### src/rtl/alu_muldiv_seq_if.sv
// Request/result handshake plus the dedicated add/sub ALU bus of the mul/div sequencer.
// The master side is the CPU datapath, which also owns the combinational ALU.
interface alu_muldiv_seq_if;
    logic        start;
    logic [1:0]  op;
    logic [31:0] a;
    logic [31:0] b;
    logic        busy;
    logic        done;
    logic [31:0] hi;
    logic [31:0] lo;
    logic        div_zero;
    logic [31:0] alu_a;
    logic [31:0] alu_b;
    logic [5:0]  alu_fun;
    logic        alu_sign;
    logic [31:0] alu_result;

    modport master (
        output start, op, a, b, alu_result,
        input  busy, done, hi, lo, div_zero, alu_a, alu_b, alu_fun, alu_sign
    );

    modport slave (
        input  start, op, a, b, alu_result,
        output busy, done, hi, lo, div_zero, alu_a, alu_b, alu_fun, alu_sign
    );
endinterface

### src/rtl/alu_muldiv_seq.sv
// Multi-cycle MULT/MULTU/DIV/DIVU sequencer: shift-add multiply and restoring divide
// on magnitudes, one external add/sub ALU operation per cycle, sign fix-ups at the end.
module alu_muldiv_seq #(
    parameter logic [5:0] FUN_ADD = 6'b000000,
    parameter logic [5:0] FUN_SUB = 6'b000001
) (
    input  logic              clk,
    input  logic              rst_n,
    alu_muldiv_seq_if.slave   bus
);
    localparam logic [3:0] S_IDLE   = 4'd0;
    localparam logic [3:0] S_NEG_A  = 4'd1;
    localparam logic [3:0] S_NEG_B  = 4'd2;
    localparam logic [3:0] S_LOOP   = 4'd3;
    localparam logic [3:0] S_FIX_LO = 4'd4;
    localparam logic [3:0] S_FIX_HI = 4'd5;
    localparam logic [3:0] S_FIX_Q  = 4'd6;
    localparam logic [3:0] S_FIX_R  = 4'd7;
    localparam logic [3:0] S_DONE   = 4'd8;

    logic [3:0]  r_state,    w_state_next;
    logic        r_is_div,   w_is_div_next;
    logic        r_neg_a,    w_neg_a_next;
    logic        r_neg_b,    w_neg_b_next;
    logic [31:0] r_m,        w_m_next;
    logic [31:0] r_hi,       w_hi_next;
    logic [31:0] r_lo,       w_lo_next;
    logic [4:0]  r_cnt,      w_cnt_next;
    logic        r_z,        w_z_next;
    logic [31:0] r_res_hi,   w_res_hi_next;
    logic [31:0] r_res_lo,   w_res_lo_next;
    logic        r_div_zero, w_div_zero_next;

    logic [31:0] w_alu_a;
    logic [31:0] w_alu_b;
    logic [5:0]  w_alu_fun;
    logic        w_finish;
    logic [31:0] w_rem_shift;
    logic        w_ge;
    logic        w_carry;
    logic        w_signed;

    // r_m holds the multiplicand or the divisor; r_lo holds the multiplier or the quotient.
    assign w_rem_shift = {r_hi[30:0], r_lo[31]};
    assign w_ge        = r_hi[31] | (w_rem_shift >= r_m);
    assign w_carry     = bus.alu_result < r_hi;
    assign w_signed    = ~bus.op[0];

    always_comb begin
        w_alu_a         = '0;
        w_alu_b         = '0;
        w_alu_fun       = FUN_ADD;
        w_state_next    = r_state;
        w_is_div_next   = r_is_div;
        w_neg_a_next    = r_neg_a;
        w_neg_b_next    = r_neg_b;
        w_m_next        = r_m;
        w_hi_next       = r_hi;
        w_lo_next       = r_lo;
        w_cnt_next      = r_cnt;
        w_z_next        = r_z;
        w_res_hi_next   = r_res_hi;
        w_res_lo_next   = r_res_lo;
        w_div_zero_next = r_div_zero;
        w_finish        = 1'b0;

        case (r_state)
            S_IDLE, S_DONE: begin
                w_state_next = S_IDLE;
                if (bus.start) begin
                    w_is_div_next = bus.op[1];
                    w_neg_a_next  = w_signed & bus.a[31];
                    w_neg_b_next  = w_signed & bus.b[31];
                    w_hi_next     = '0;
                    w_cnt_next    = '0;
                    w_z_next      = 1'b0;
                    if (bus.op[1]) begin
                        w_lo_next = bus.a;
                        w_m_next  = bus.b;
                    end else begin
                        w_m_next  = bus.a;
                        w_lo_next = bus.b;
                    end
                    if (bus.op[1] && (bus.b == 32'd0)) begin
                        w_state_next    = S_DONE;
                        w_res_hi_next   = bus.a;
                        w_res_lo_next   = '1;
                        w_div_zero_next = 1'b1;
                    end else if (w_signed && bus.a[31]) begin
                        w_state_next = S_NEG_A;
                    end else if (w_signed && bus.b[31]) begin
                        w_state_next = S_NEG_B;
                    end else begin
                        w_state_next = S_LOOP;
                    end
                end
            end
            S_NEG_A: begin
                w_alu_fun = FUN_SUB;
                w_alu_b   = r_is_div ? r_lo : r_m;
                if (r_is_div) w_lo_next = bus.alu_result;
                else          w_m_next  = bus.alu_result;
                w_state_next = r_neg_b ? S_NEG_B : S_LOOP;
            end
            S_NEG_B: begin
                w_alu_fun = FUN_SUB;
                w_alu_b   = r_is_div ? r_m : r_lo;
                if (r_is_div) w_m_next  = bus.alu_result;
                else          w_lo_next = bus.alu_result;
                w_state_next = S_LOOP;
            end
            S_LOOP: begin
                w_cnt_next = r_cnt + 5'd1;
                if (r_is_div) begin
                    w_alu_fun = FUN_SUB;
                    w_alu_a   = w_rem_shift;
                    w_alu_b   = r_m;
                    w_hi_next = w_ge ? bus.alu_result : w_rem_shift;
                    w_lo_next = {r_lo[30:0], w_ge};
                end else begin
                    w_alu_a   = r_hi;
                    w_alu_b   = r_lo[0] ? r_m : 32'd0;
                    w_hi_next = {w_carry, bus.alu_result[31:1]};
                    w_lo_next = {bus.alu_result[0], r_lo[31:1]};
                end
                if (r_cnt == 5'd31) begin
                    if (!r_is_div && (r_neg_a ^ r_neg_b)) w_state_next = S_FIX_LO;
                    else if (r_is_div && (r_neg_a ^ r_neg_b)) w_state_next = S_FIX_Q;
                    else if (r_is_div && r_neg_a) w_state_next = S_FIX_R;
                    else w_finish = 1'b1;
                end
            end
            S_FIX_LO: begin
                w_alu_fun    = FUN_SUB;
                w_alu_b      = r_lo;
                w_lo_next    = bus.alu_result;
                w_z_next     = (r_lo == 32'd0);
                w_state_next = S_FIX_HI;
            end
            S_FIX_HI: begin
                // High word of a two's-complement negate: carry in only when the low word was zero.
                w_alu_a   = ~r_hi;
                w_alu_b   = {31'd0, r_z};
                w_hi_next = bus.alu_result;
                w_finish  = 1'b1;
            end
            S_FIX_Q: begin
                w_alu_fun = FUN_SUB;
                w_alu_b   = r_lo;
                w_lo_next = bus.alu_result;
                if (r_neg_a) w_state_next = S_FIX_R;
                else         w_finish = 1'b1;
            end
            S_FIX_R: begin
                w_alu_fun = FUN_SUB;
                w_alu_b   = r_hi;
                w_hi_next = bus.alu_result;
                w_finish  = 1'b1;
            end
            default: w_state_next = S_IDLE;
        endcase

        if (w_finish) begin
            w_state_next    = S_DONE;
            w_res_hi_next   = w_hi_next;
            w_res_lo_next   = w_lo_next;
            w_div_zero_next = 1'b0;
        end
    end

    always_ff @(posedge clk or negedge rst_n) begin
        if (!rst_n) begin
            r_state    <= S_IDLE;
            r_is_div   <= 1'b0;
            r_neg_a    <= 1'b0;
            r_neg_b    <= 1'b0;
            r_m        <= '0;
            r_hi       <= '0;
            r_lo       <= '0;
            r_cnt      <= '0;
            r_z        <= 1'b0;
            r_res_hi   <= '0;
            r_res_lo   <= '0;
            r_div_zero <= 1'b0;
        end else begin
            r_state    <= w_state_next;
            r_is_div   <= w_is_div_next;
            r_neg_a    <= w_neg_a_next;
            r_neg_b    <= w_neg_b_next;
            r_m        <= w_m_next;
            r_hi       <= w_hi_next;
            r_lo       <= w_lo_next;
            r_cnt      <= w_cnt_next;
            r_z        <= w_z_next;
            r_res_hi   <= w_res_hi_next;
            r_res_lo   <= w_res_lo_next;
            r_div_zero <= w_div_zero_next;
        end
    end

    assign bus.busy     = (r_state != S_IDLE) && (r_state != S_DONE);
    assign bus.done     = (r_state == S_DONE);
    assign bus.hi       = r_res_hi;
    assign bus.lo       = r_res_lo;
    assign bus.div_zero = r_div_zero;
    assign bus.alu_a    = w_alu_a;
    assign bus.alu_b    = w_alu_b;
    assign bus.alu_fun  = w_alu_fun;
    assign bus.alu_sign = 1'b0;
endmodule

### src/flat_wrapper.sv
// flat-port wrapper written by rule: the top's interface ports become plain ports
module alu_muldiv_seq_flat 
#(
    parameter logic [5:0] FUN_ADD = 6'b000000,
    parameter logic [5:0] FUN_SUB = 6'b000001
)
  (clk, rst_n, bus_start, bus_op, bus_a, bus_b, bus_alu_result, bus_busy, bus_done, bus_hi, bus_lo, bus_div_zero, bus_alu_a, bus_alu_b, bus_alu_fun, bus_alu_sign);
  alu_muldiv_seq_if bus_i ();
  input  logic clk;
  input  logic rst_n;
  input wire logic [$bits(bus_i.start)-1:0] bus_start;
  input wire logic [$bits(bus_i.op)-1:0] bus_op;
  input wire logic [$bits(bus_i.a)-1:0] bus_a;
  input wire logic [$bits(bus_i.b)-1:0] bus_b;
  input wire logic [$bits(bus_i.alu_result)-1:0] bus_alu_result;
  output wire logic [$bits(bus_i.busy)-1:0] bus_busy;
  output wire logic [$bits(bus_i.done)-1:0] bus_done;
  output wire logic [$bits(bus_i.hi)-1:0] bus_hi;
  output wire logic [$bits(bus_i.lo)-1:0] bus_lo;
  output wire logic [$bits(bus_i.div_zero)-1:0] bus_div_zero;
  output wire logic [$bits(bus_i.alu_a)-1:0] bus_alu_a;
  output wire logic [$bits(bus_i.alu_b)-1:0] bus_alu_b;
  output wire logic [$bits(bus_i.alu_fun)-1:0] bus_alu_fun;
  output wire logic [$bits(bus_i.alu_sign)-1:0] bus_alu_sign;
  assign bus_i.start = bus_start;
  assign bus_i.op = bus_op;
  assign bus_i.a = bus_a;
  assign bus_i.b = bus_b;
  assign bus_i.alu_result = bus_alu_result;
  assign bus_busy = bus_i.busy;
  assign bus_done = bus_i.done;
  assign bus_hi = bus_i.hi;
  assign bus_lo = bus_i.lo;
  assign bus_div_zero = bus_i.div_zero;
  assign bus_alu_a = bus_i.alu_a;
  assign bus_alu_b = bus_i.alu_b;
  assign bus_alu_fun = bus_i.alu_fun;
  assign bus_alu_sign = bus_i.alu_sign;
  alu_muldiv_seq #(.FUN_ADD(FUN_ADD), .FUN_SUB(FUN_SUB)) u_core (.clk(clk), .rst_n(rst_n), .bus(bus_i));
endmodule
### config.mk
export PLATFORM = sky130hd
export DESIGN_NAME = alu_muldiv_seq_flat
export DESIGN_NICKNAME = d
export VERILOG_FILES = /design/src/rtl/alu_muldiv_seq_if.sv /design/src/rtl/alu_muldiv_seq.sv /design/src/flat_wrapper.sv
export SDC_FILE = /design/constraint.sdc
export NUM_CORES = 1
export LEC_CHECK = 0
export ABC_CLOCK_PERIOD_IN_PS = 3200
export CORE_MARGIN = 4
export CORE_UTILIZATION = 47
export DETAILED_ROUTE_END_ITERATION = 16
export PLACE_DENSITY = 0.73
export RECOVER_POWER = 100
export SETUP_SLACK_MARGIN = 0.1
export SKIP_LAST_GASP = 1
export SYNTH_ARGS = -nofsm -noshare
export SYNTH_HDL_FRONTEND = slang
export SYNTH_SLANG_ARGS = --single-unit
### constraint.sdc
create_clock -name clk -period 3.2 [get_ports clk]
set_input_delay 0.48 -clock clk [delete_from_list [all_inputs] [get_ports clk]]
set_output_delay 0.48 -clock clk [all_outputs]
set_load 0.01 [all_outputs]
======== Yosys cells after proc, flatten, opt, wreduce, memory -nomap -nowiden ========
Index checks and enable logic that the tools add are counted.
Widths: inputs -> output; s select.
operators by class
  add/subtract/negate cells ............... 1
  magnitude comparators ................... 2
  equality and inequality tests ........... 17
  mux-type cells .......................... 58
  bitwise logic cells ..................... 6
  reduce and logical (&&, ||, !) cells .... 28
operators with widths
  cell                 number
  $mux 32              25
  $pmux 32 s3          2
  $pmux 32 s6          1
  $pmux 32 s5          1
  $logic_not 32->1     2
  $pmux 32 s2          1
  $mux 4               9
  $ge 32x32->1         1
  $lt 32x32->1         1
  $not 32->32          1
  $pmux 4 s7           1
  $eq 4x3->1 const B   4
  $mux 1               13
  $pmux 6 s2           1
  $pmux 5 s2           1
  $reduce_bool 2->1    5
  $eq 4x2->1 const B   2
  $reduce_and 4->1     2
  $logic_and 1x1->1    7
  $ne 3x1->1 const B   2
  $reduce_and 2->1     3
  $reduce_or 2->1      3
  $add 5x1->5 const B  1
  $eq 5x5->1 const B   1
  other kinds (19)     22
word-level totals
  register bits after elaboration ......... 174
  output and inout port bits .............. 138
  logic and storage cells ................. 124

======== Depth between registers and ports, before layout ========
  word-level depth ........................ 8
  depth in mapped cells ................... 12
  gate-level depth less buffers ........... 10

======== Worst setup path before layout ========
OpenSTA, ideal clock, no wires.
  path type ............................... register to register
  start point ............................. reg u_core.r_hi[18]
  end point ............................... reg u_core.r_res_hi[20] (netlist: u_core.bus.hi[20])
  library setup time ...................... 0.141 ns
  data arrival time ....................... 2.675 ns
  path slack .............................. 0.384 ns
  cell stages (with the launch flop) ...... 11
  buffers on the path ..................... 1
  period minus slack after synthesis ...... 2.816 ns
  cell sequence ........................... dfrtp_1 -> ha_1 -> a21oi_2 -> o21ai_1 -> a221o_1 -> a2111o_1 -> a31oi_4 -> buf_6 -> mux2i_1 -> a21oi_2 -> a2bb2oi_2
on the way
  cells in the longest elaborated chain, start to end .. 6
RTL lines
  element                 line                   RTL
  from (decl)             alu_muldiv_seq.sv:26   logic [31:0] r_hi, w_hi_next;
  from (signal assigned)  alu_muldiv_seq.sv:191  r_hi <= w_hi_next;
  $ge 32x32->1            alu_muldiv_seq.sv:45   assign w_ge = r_hi[31] | (w_rem_shift >= r_m);
  $or 1x1->1              alu_muldiv_seq.sv:45
  $mux 32                 alu_muldiv_seq.sv:118  w_hi_next = w_ge ? bus.alu_result : w_rem_shift;
  $mux 32                 alu_muldiv_seq.sv:114  if (r_is_div) begin
  $pmux 32 s3             alu_muldiv_seq.sv:67   case (r_state)
  $mux 32                 alu_muldiv_seq.sv:163  if (w_finish) begin
  to (signal assigned)    alu_muldiv_seq.sv:195  r_res_hi <= w_res_hi_next;
  to (decl)               alu_muldiv_seq.sv:30   logic [31:0] r_res_hi, w_res_hi_next;
Every way passes these cells.
A chain may end at the register's enable or synchronous reset.

======== Worst setup path after layout ========
  start point ............................. reg u_core.r_cnt[0]
  end point ............................... reg u_core.r_res_hi[28] (netlist: u_core.bus.hi[28])
on the way
  cells in the longest elaborated chain, start to end .. 5
RTL lines
  element                      line                   RTL
  from (decl)                  alu_muldiv_seq.sv:28   logic [4:0] r_cnt, w_cnt_next;
  from (signal assigned)       alu_muldiv_seq.sv:193  r_cnt <= w_cnt_next;
  $eq 5x5->1 (*)               alu_muldiv_seq.sv:126  if (r_cnt == 5'd31) begin
  $mux 1 (*)                   alu_muldiv_seq.sv:126
  $pmux 1 s3 (*)               alu_muldiv_seq.sv:67
  $reduce_bool 2->1 (no line)  n/a
  $reduce_and 3->1 (no line)   n/a
Every way passes the cells marked *; elsewhere a longest branch is shown, timed or not.

==> flow_metrics.py <==
metrics = {
    "cts": {
        "clock_latency_ps": 440,
        "clk_pin_slew_ps": 70,
        "cts_tree": "yes",
        "cts_max_level": 4,
        "root_buffer": "clkbuf_16",
        "cts_made_buffers": 17,
        "clockBufferDepth": 2,
        "clock_sinks": 174,
    },
    "routing": {
        "drc": 0,
        "drt_wl_total_mm": 53.78,
        "wl_per_cell_microns": 24.58,
        "first_iter_violations": 2735,
        "drt-pass1-iter-count": 11,
        "ant_nets": 0,
        "num_vias": 14500,
        "detail_route.vias_per_cell": 6.625,
    },
    "placed_design": {
        "port_buffers": 232,
        "dp_hpwl_mm": 36.18,
        "placed_area_sq_mm": 0.01646,
        "gp_congestion": 0.9251,
        "place_ws_ps": 30.95,
    },
    "timing": {
        "hold_viol": 0,
        "finalCritPeriodShare": 0.9761,
        "setup_viol": 0,
        "max_slew.worst_pin.slew_ps": 1319,
        "whs_ps": 497.0,
        "rsz0062_at_grt": "yes",
        "slew_headroom": 0.1172,
        "final.min_clock_period_ps": 3123,
        "maxSlewViolCount": 0,
        "fin_tns_setup_ps": 0,
        "clock_skew_ps": 18.25,
        "fin_ws_ps": 76.52,
        "max_freq_ghz": 0.3202,
    },
    "hold_path": {
        "worstHoldPathCells": 1,
        "worstHoldStart": "u_core.r_cnt[3]",
        "min_path_type": "flip-flop to flip-flop",
        "min_to": "u_core.r_cnt[3]",
    },
    "synthesis": {
        "synth_area_leaders": "dfrtp_1, mux2i_1, ha_1",
        "synthArstFlopShare": 1.000,
        "ys_seq_elements": 174,
        "syn-instance-count": 1511,
        "synth_enable_flop_cells": 0,
        "synth_compound_area_frac": 0.2812,
        "ys_types": 64,
        "synth_top_family_by_area": "compound AO/OA/AOI/OAI gates",
        "synth_fa_ha_area_frac": 0.06166,
        "muxShareOfSynthArea": 0.1341,
        "syn_area_per_cell_sq_um": 8.729,
        "yosys.area_share.xor_xnor": 0.0006641,
        "synthSimpleGateAreaFrac": 0.1238,
        "netlist_area_sq_mm": 0.01319,
        "synth_top_area_cell": "dfrtp_1",
        "netlist.area_leader.share": 0.3301,
        "synth_flop_cell": "dfrtp_1",
        "yosysWarnings": 0,
        "yosysSeqAreaShare": 0.3301,
    },
    "die": {
        "placeableCoreArea_sq_mm": 0.02771,
        "die_area_sq_mm": 0.03081,
        "num_rows": 61,
        "start_util": 0.4760,
        "io_pins": 239,
        "die_w_microns": 175.5,
        "die_y_microns": 175.5,
    },
    "setup_path": {
        "worstRegToRegCells": 11,
        "ff2ff_setup_slack_ps": 80,
        "path_class": "flip-flop to flip-flop",
        "crit_fanout": 9,
        "crit_required_ps": 3560,
        "arrival_ps": 3480,
        "start_kind": "flip-flop",
        "max_stage_delay_ps": 1000,
        "r2r_start": "u_core.r_cnt[0]",
        "critical_path.slowest_cell": "nor2_1",
        "crit_path_end_kind": "flip-flop",
        "reg2reg_to": "u_core.bus.hi[28]",
        "worstPathCellList": "ha_1, and3_1, ha_1, nand2_1, nor2_1, o21ai_0, clkbuf_1, a21oi_4, nor2_1, a221oi_1, nand2b_1",
    },
    "pwr": {
        "comb_power_share": 0.649,
        "p_int_w": 0.009167,
        "vdd.ir_drop.worst_mv": 0.6376,
        "powerDensity_mw_per_mm2": 1001,
        "leakagePower_nw": 7.921,
        "swShare": 0.4803,
        "clock_power_share": 0.126,
        "p_sw_w": 0.008473,
        "p_seq_frac": 0.225,
    },
    "global_routing": {
        "met1_usage": 0.4631,
        "grtUsageTotal": 0.3321,
        "antenna_found_initial": 0,
        "grt_pass1_vias": 13960,
        "grt-ovfl-total": 0,
        "grt_pass1_wl_mm": 80.87,
        "grtUsageMet2": 0.4943,
        "top_usage_layer": "met2",
        "use_met3": 0.08545,
        "grt_max_degree": 112,
    },
    "finish": {
        "nFillCells": 2311,
        "diodes": 0,
        "finalNetCount": 1964,
        "area_delta_synth_final_pct": 33.59,
        "multiInputGateArea_sq_mm": 0.008138,
        "layout-drive-gt1-share": 0.1442,
        "finish.instance_area_sq_mm": 0.01762,
        "seqCellArea_sq_mm": 0.004364,
        "most-common-layout-cells": "mux2i_1, dfrtp_1, nand2_1",
    },
    "run": {
        "drv_cap": 0,
    },
    "run_status": {
        "status": "complete, no violations",
    },
}
[how the worst max path moves through the flow]
stage / startpoint / end / slack [ps] / cells after the start
floorplan: u_core.r_hi[18] / u_core.bus.hi[20] / 380 / 10
global placement: u_core.r_m[14] / u_core.r_hi[31] / 30 / 11
detailed placement: u_core.r_m[14] / u_core.r_hi[31] / 30 / 11
CTS: u_core.r_state[2] / bus_alu_b[23] / 7 / 8
global route: u_core.r_state[2] / bus_alu_b[6] / 5 / 9
finish: u_core.r_cnt[0] / u_core.bus.hi[28] / 80 / 11
[cells in the mapped netlist, drive strengths merged (21+ instances only)]
cell / n
mux2i: 170
a221oi: 57
a22oi: 35
nand2b: 39
a222oi: 41
ha: 65
nand2: 153
dfrtp: 174
o22ai: 54
a221o: 21
clkbuf: 85
nor2: 88
a2bb2oi: 24
o21ai: 140
inv: 83
buf: 47
a21oi: 94
[timing repair]
item	4_1_cts	5_1_grt
resized for setup	62	87
gates cloned	1	4
setup endpoints to repair	91	97
hold buffers	1	0
pin swaps	9	18
hold endpoints to repair	23	0
buffers inserted	9	34
[metal layers]
metal / share of wire / up-vias
li1: - / 6243
met1: 0.39 / 6909
met2: 0.44 / 1153
met3: 0.13 / 191
met4: 0.043 / 0
met5: 0 / -
[sequential cells by signal, indices dropped and copies added (netlist names)]
signal	cells
u_core.bus.div_zero	1
u_core.bus.hi	32
u_core.bus.lo	32
u_core.r_cnt	5
u_core.r_hi	32
u_core.r_is_div	1
u_core.r_lo	32
u_core.r_m	32
u_core.r_neg_a	1
u_core.r_neg_b	1
u_core.r_state	4
u_core.r_z	1
[cells by family after synthesis]
| kind of cell | Yosys count |
|---|---|
| AOI/OAI and AO/OA | 525 |
| xor gates and xnor gates | 1 |
| buffers and inverters | 216 |
| and+or+nand+nor | 353 |
| other | 1 |
| adders and majority gates | 65 |
| muxes | 176 |
| DFF | 174 |
[layout make-up]
class / instances / area share
multi-input cells: 1126 / 0.4619
clock inverters: 12 / 0.008948
flip-flops and latches: 174 / 0.2477
repair buffers: 395 / 0.2116
clock buffers: 19 / 0.02514
well taps: 378 / 0.02684
inverters: 84 / 0.01790
[stage by stage]
step,power [W],util,cells
3_3_place_gp,0.01427,0.5942,2108
5_1_grt,0.01855,0.6360,2188
3_5_place_dp,0.01452,0.5942,2108
4_1_cts,0.01685,0.6230,2150
6_report,0.01764,0.6360,2188
2_1_floorplan,0.01010,-,1516
[worst max-delay path: cells and delay by family, from the launching register on]
family	cells	cell delay (ps)
buffers and inverters	1	200
adders and majority gates	2	480
AOI/OAI and AO/OA	3	440
and+or+nand+nor	5	1510
DFF	1	430
[power groups by stage]
| stage | Combinational [W] | Clock (W) | Sequential [W] |
|---|---|---|---|
| 2_1_floorplan | 0.00641 | 0 | 0.00369 |
| 3_3_place_gp | 0.0104 | 0 | 0.00391 |
| 3_5_place_dp | 0.0106 | 0 | 0.00393 |
| 4_1_cts | 0.0107 | 0.00222 | 0.00390 |
| 5_1_grt | 0.0122 | 0.00232 | 0.00401 |
| 6_report | 0.0114 | 0.00222 | 0.00398 |
Note: power is estimated with default switching activity, not from simulation.
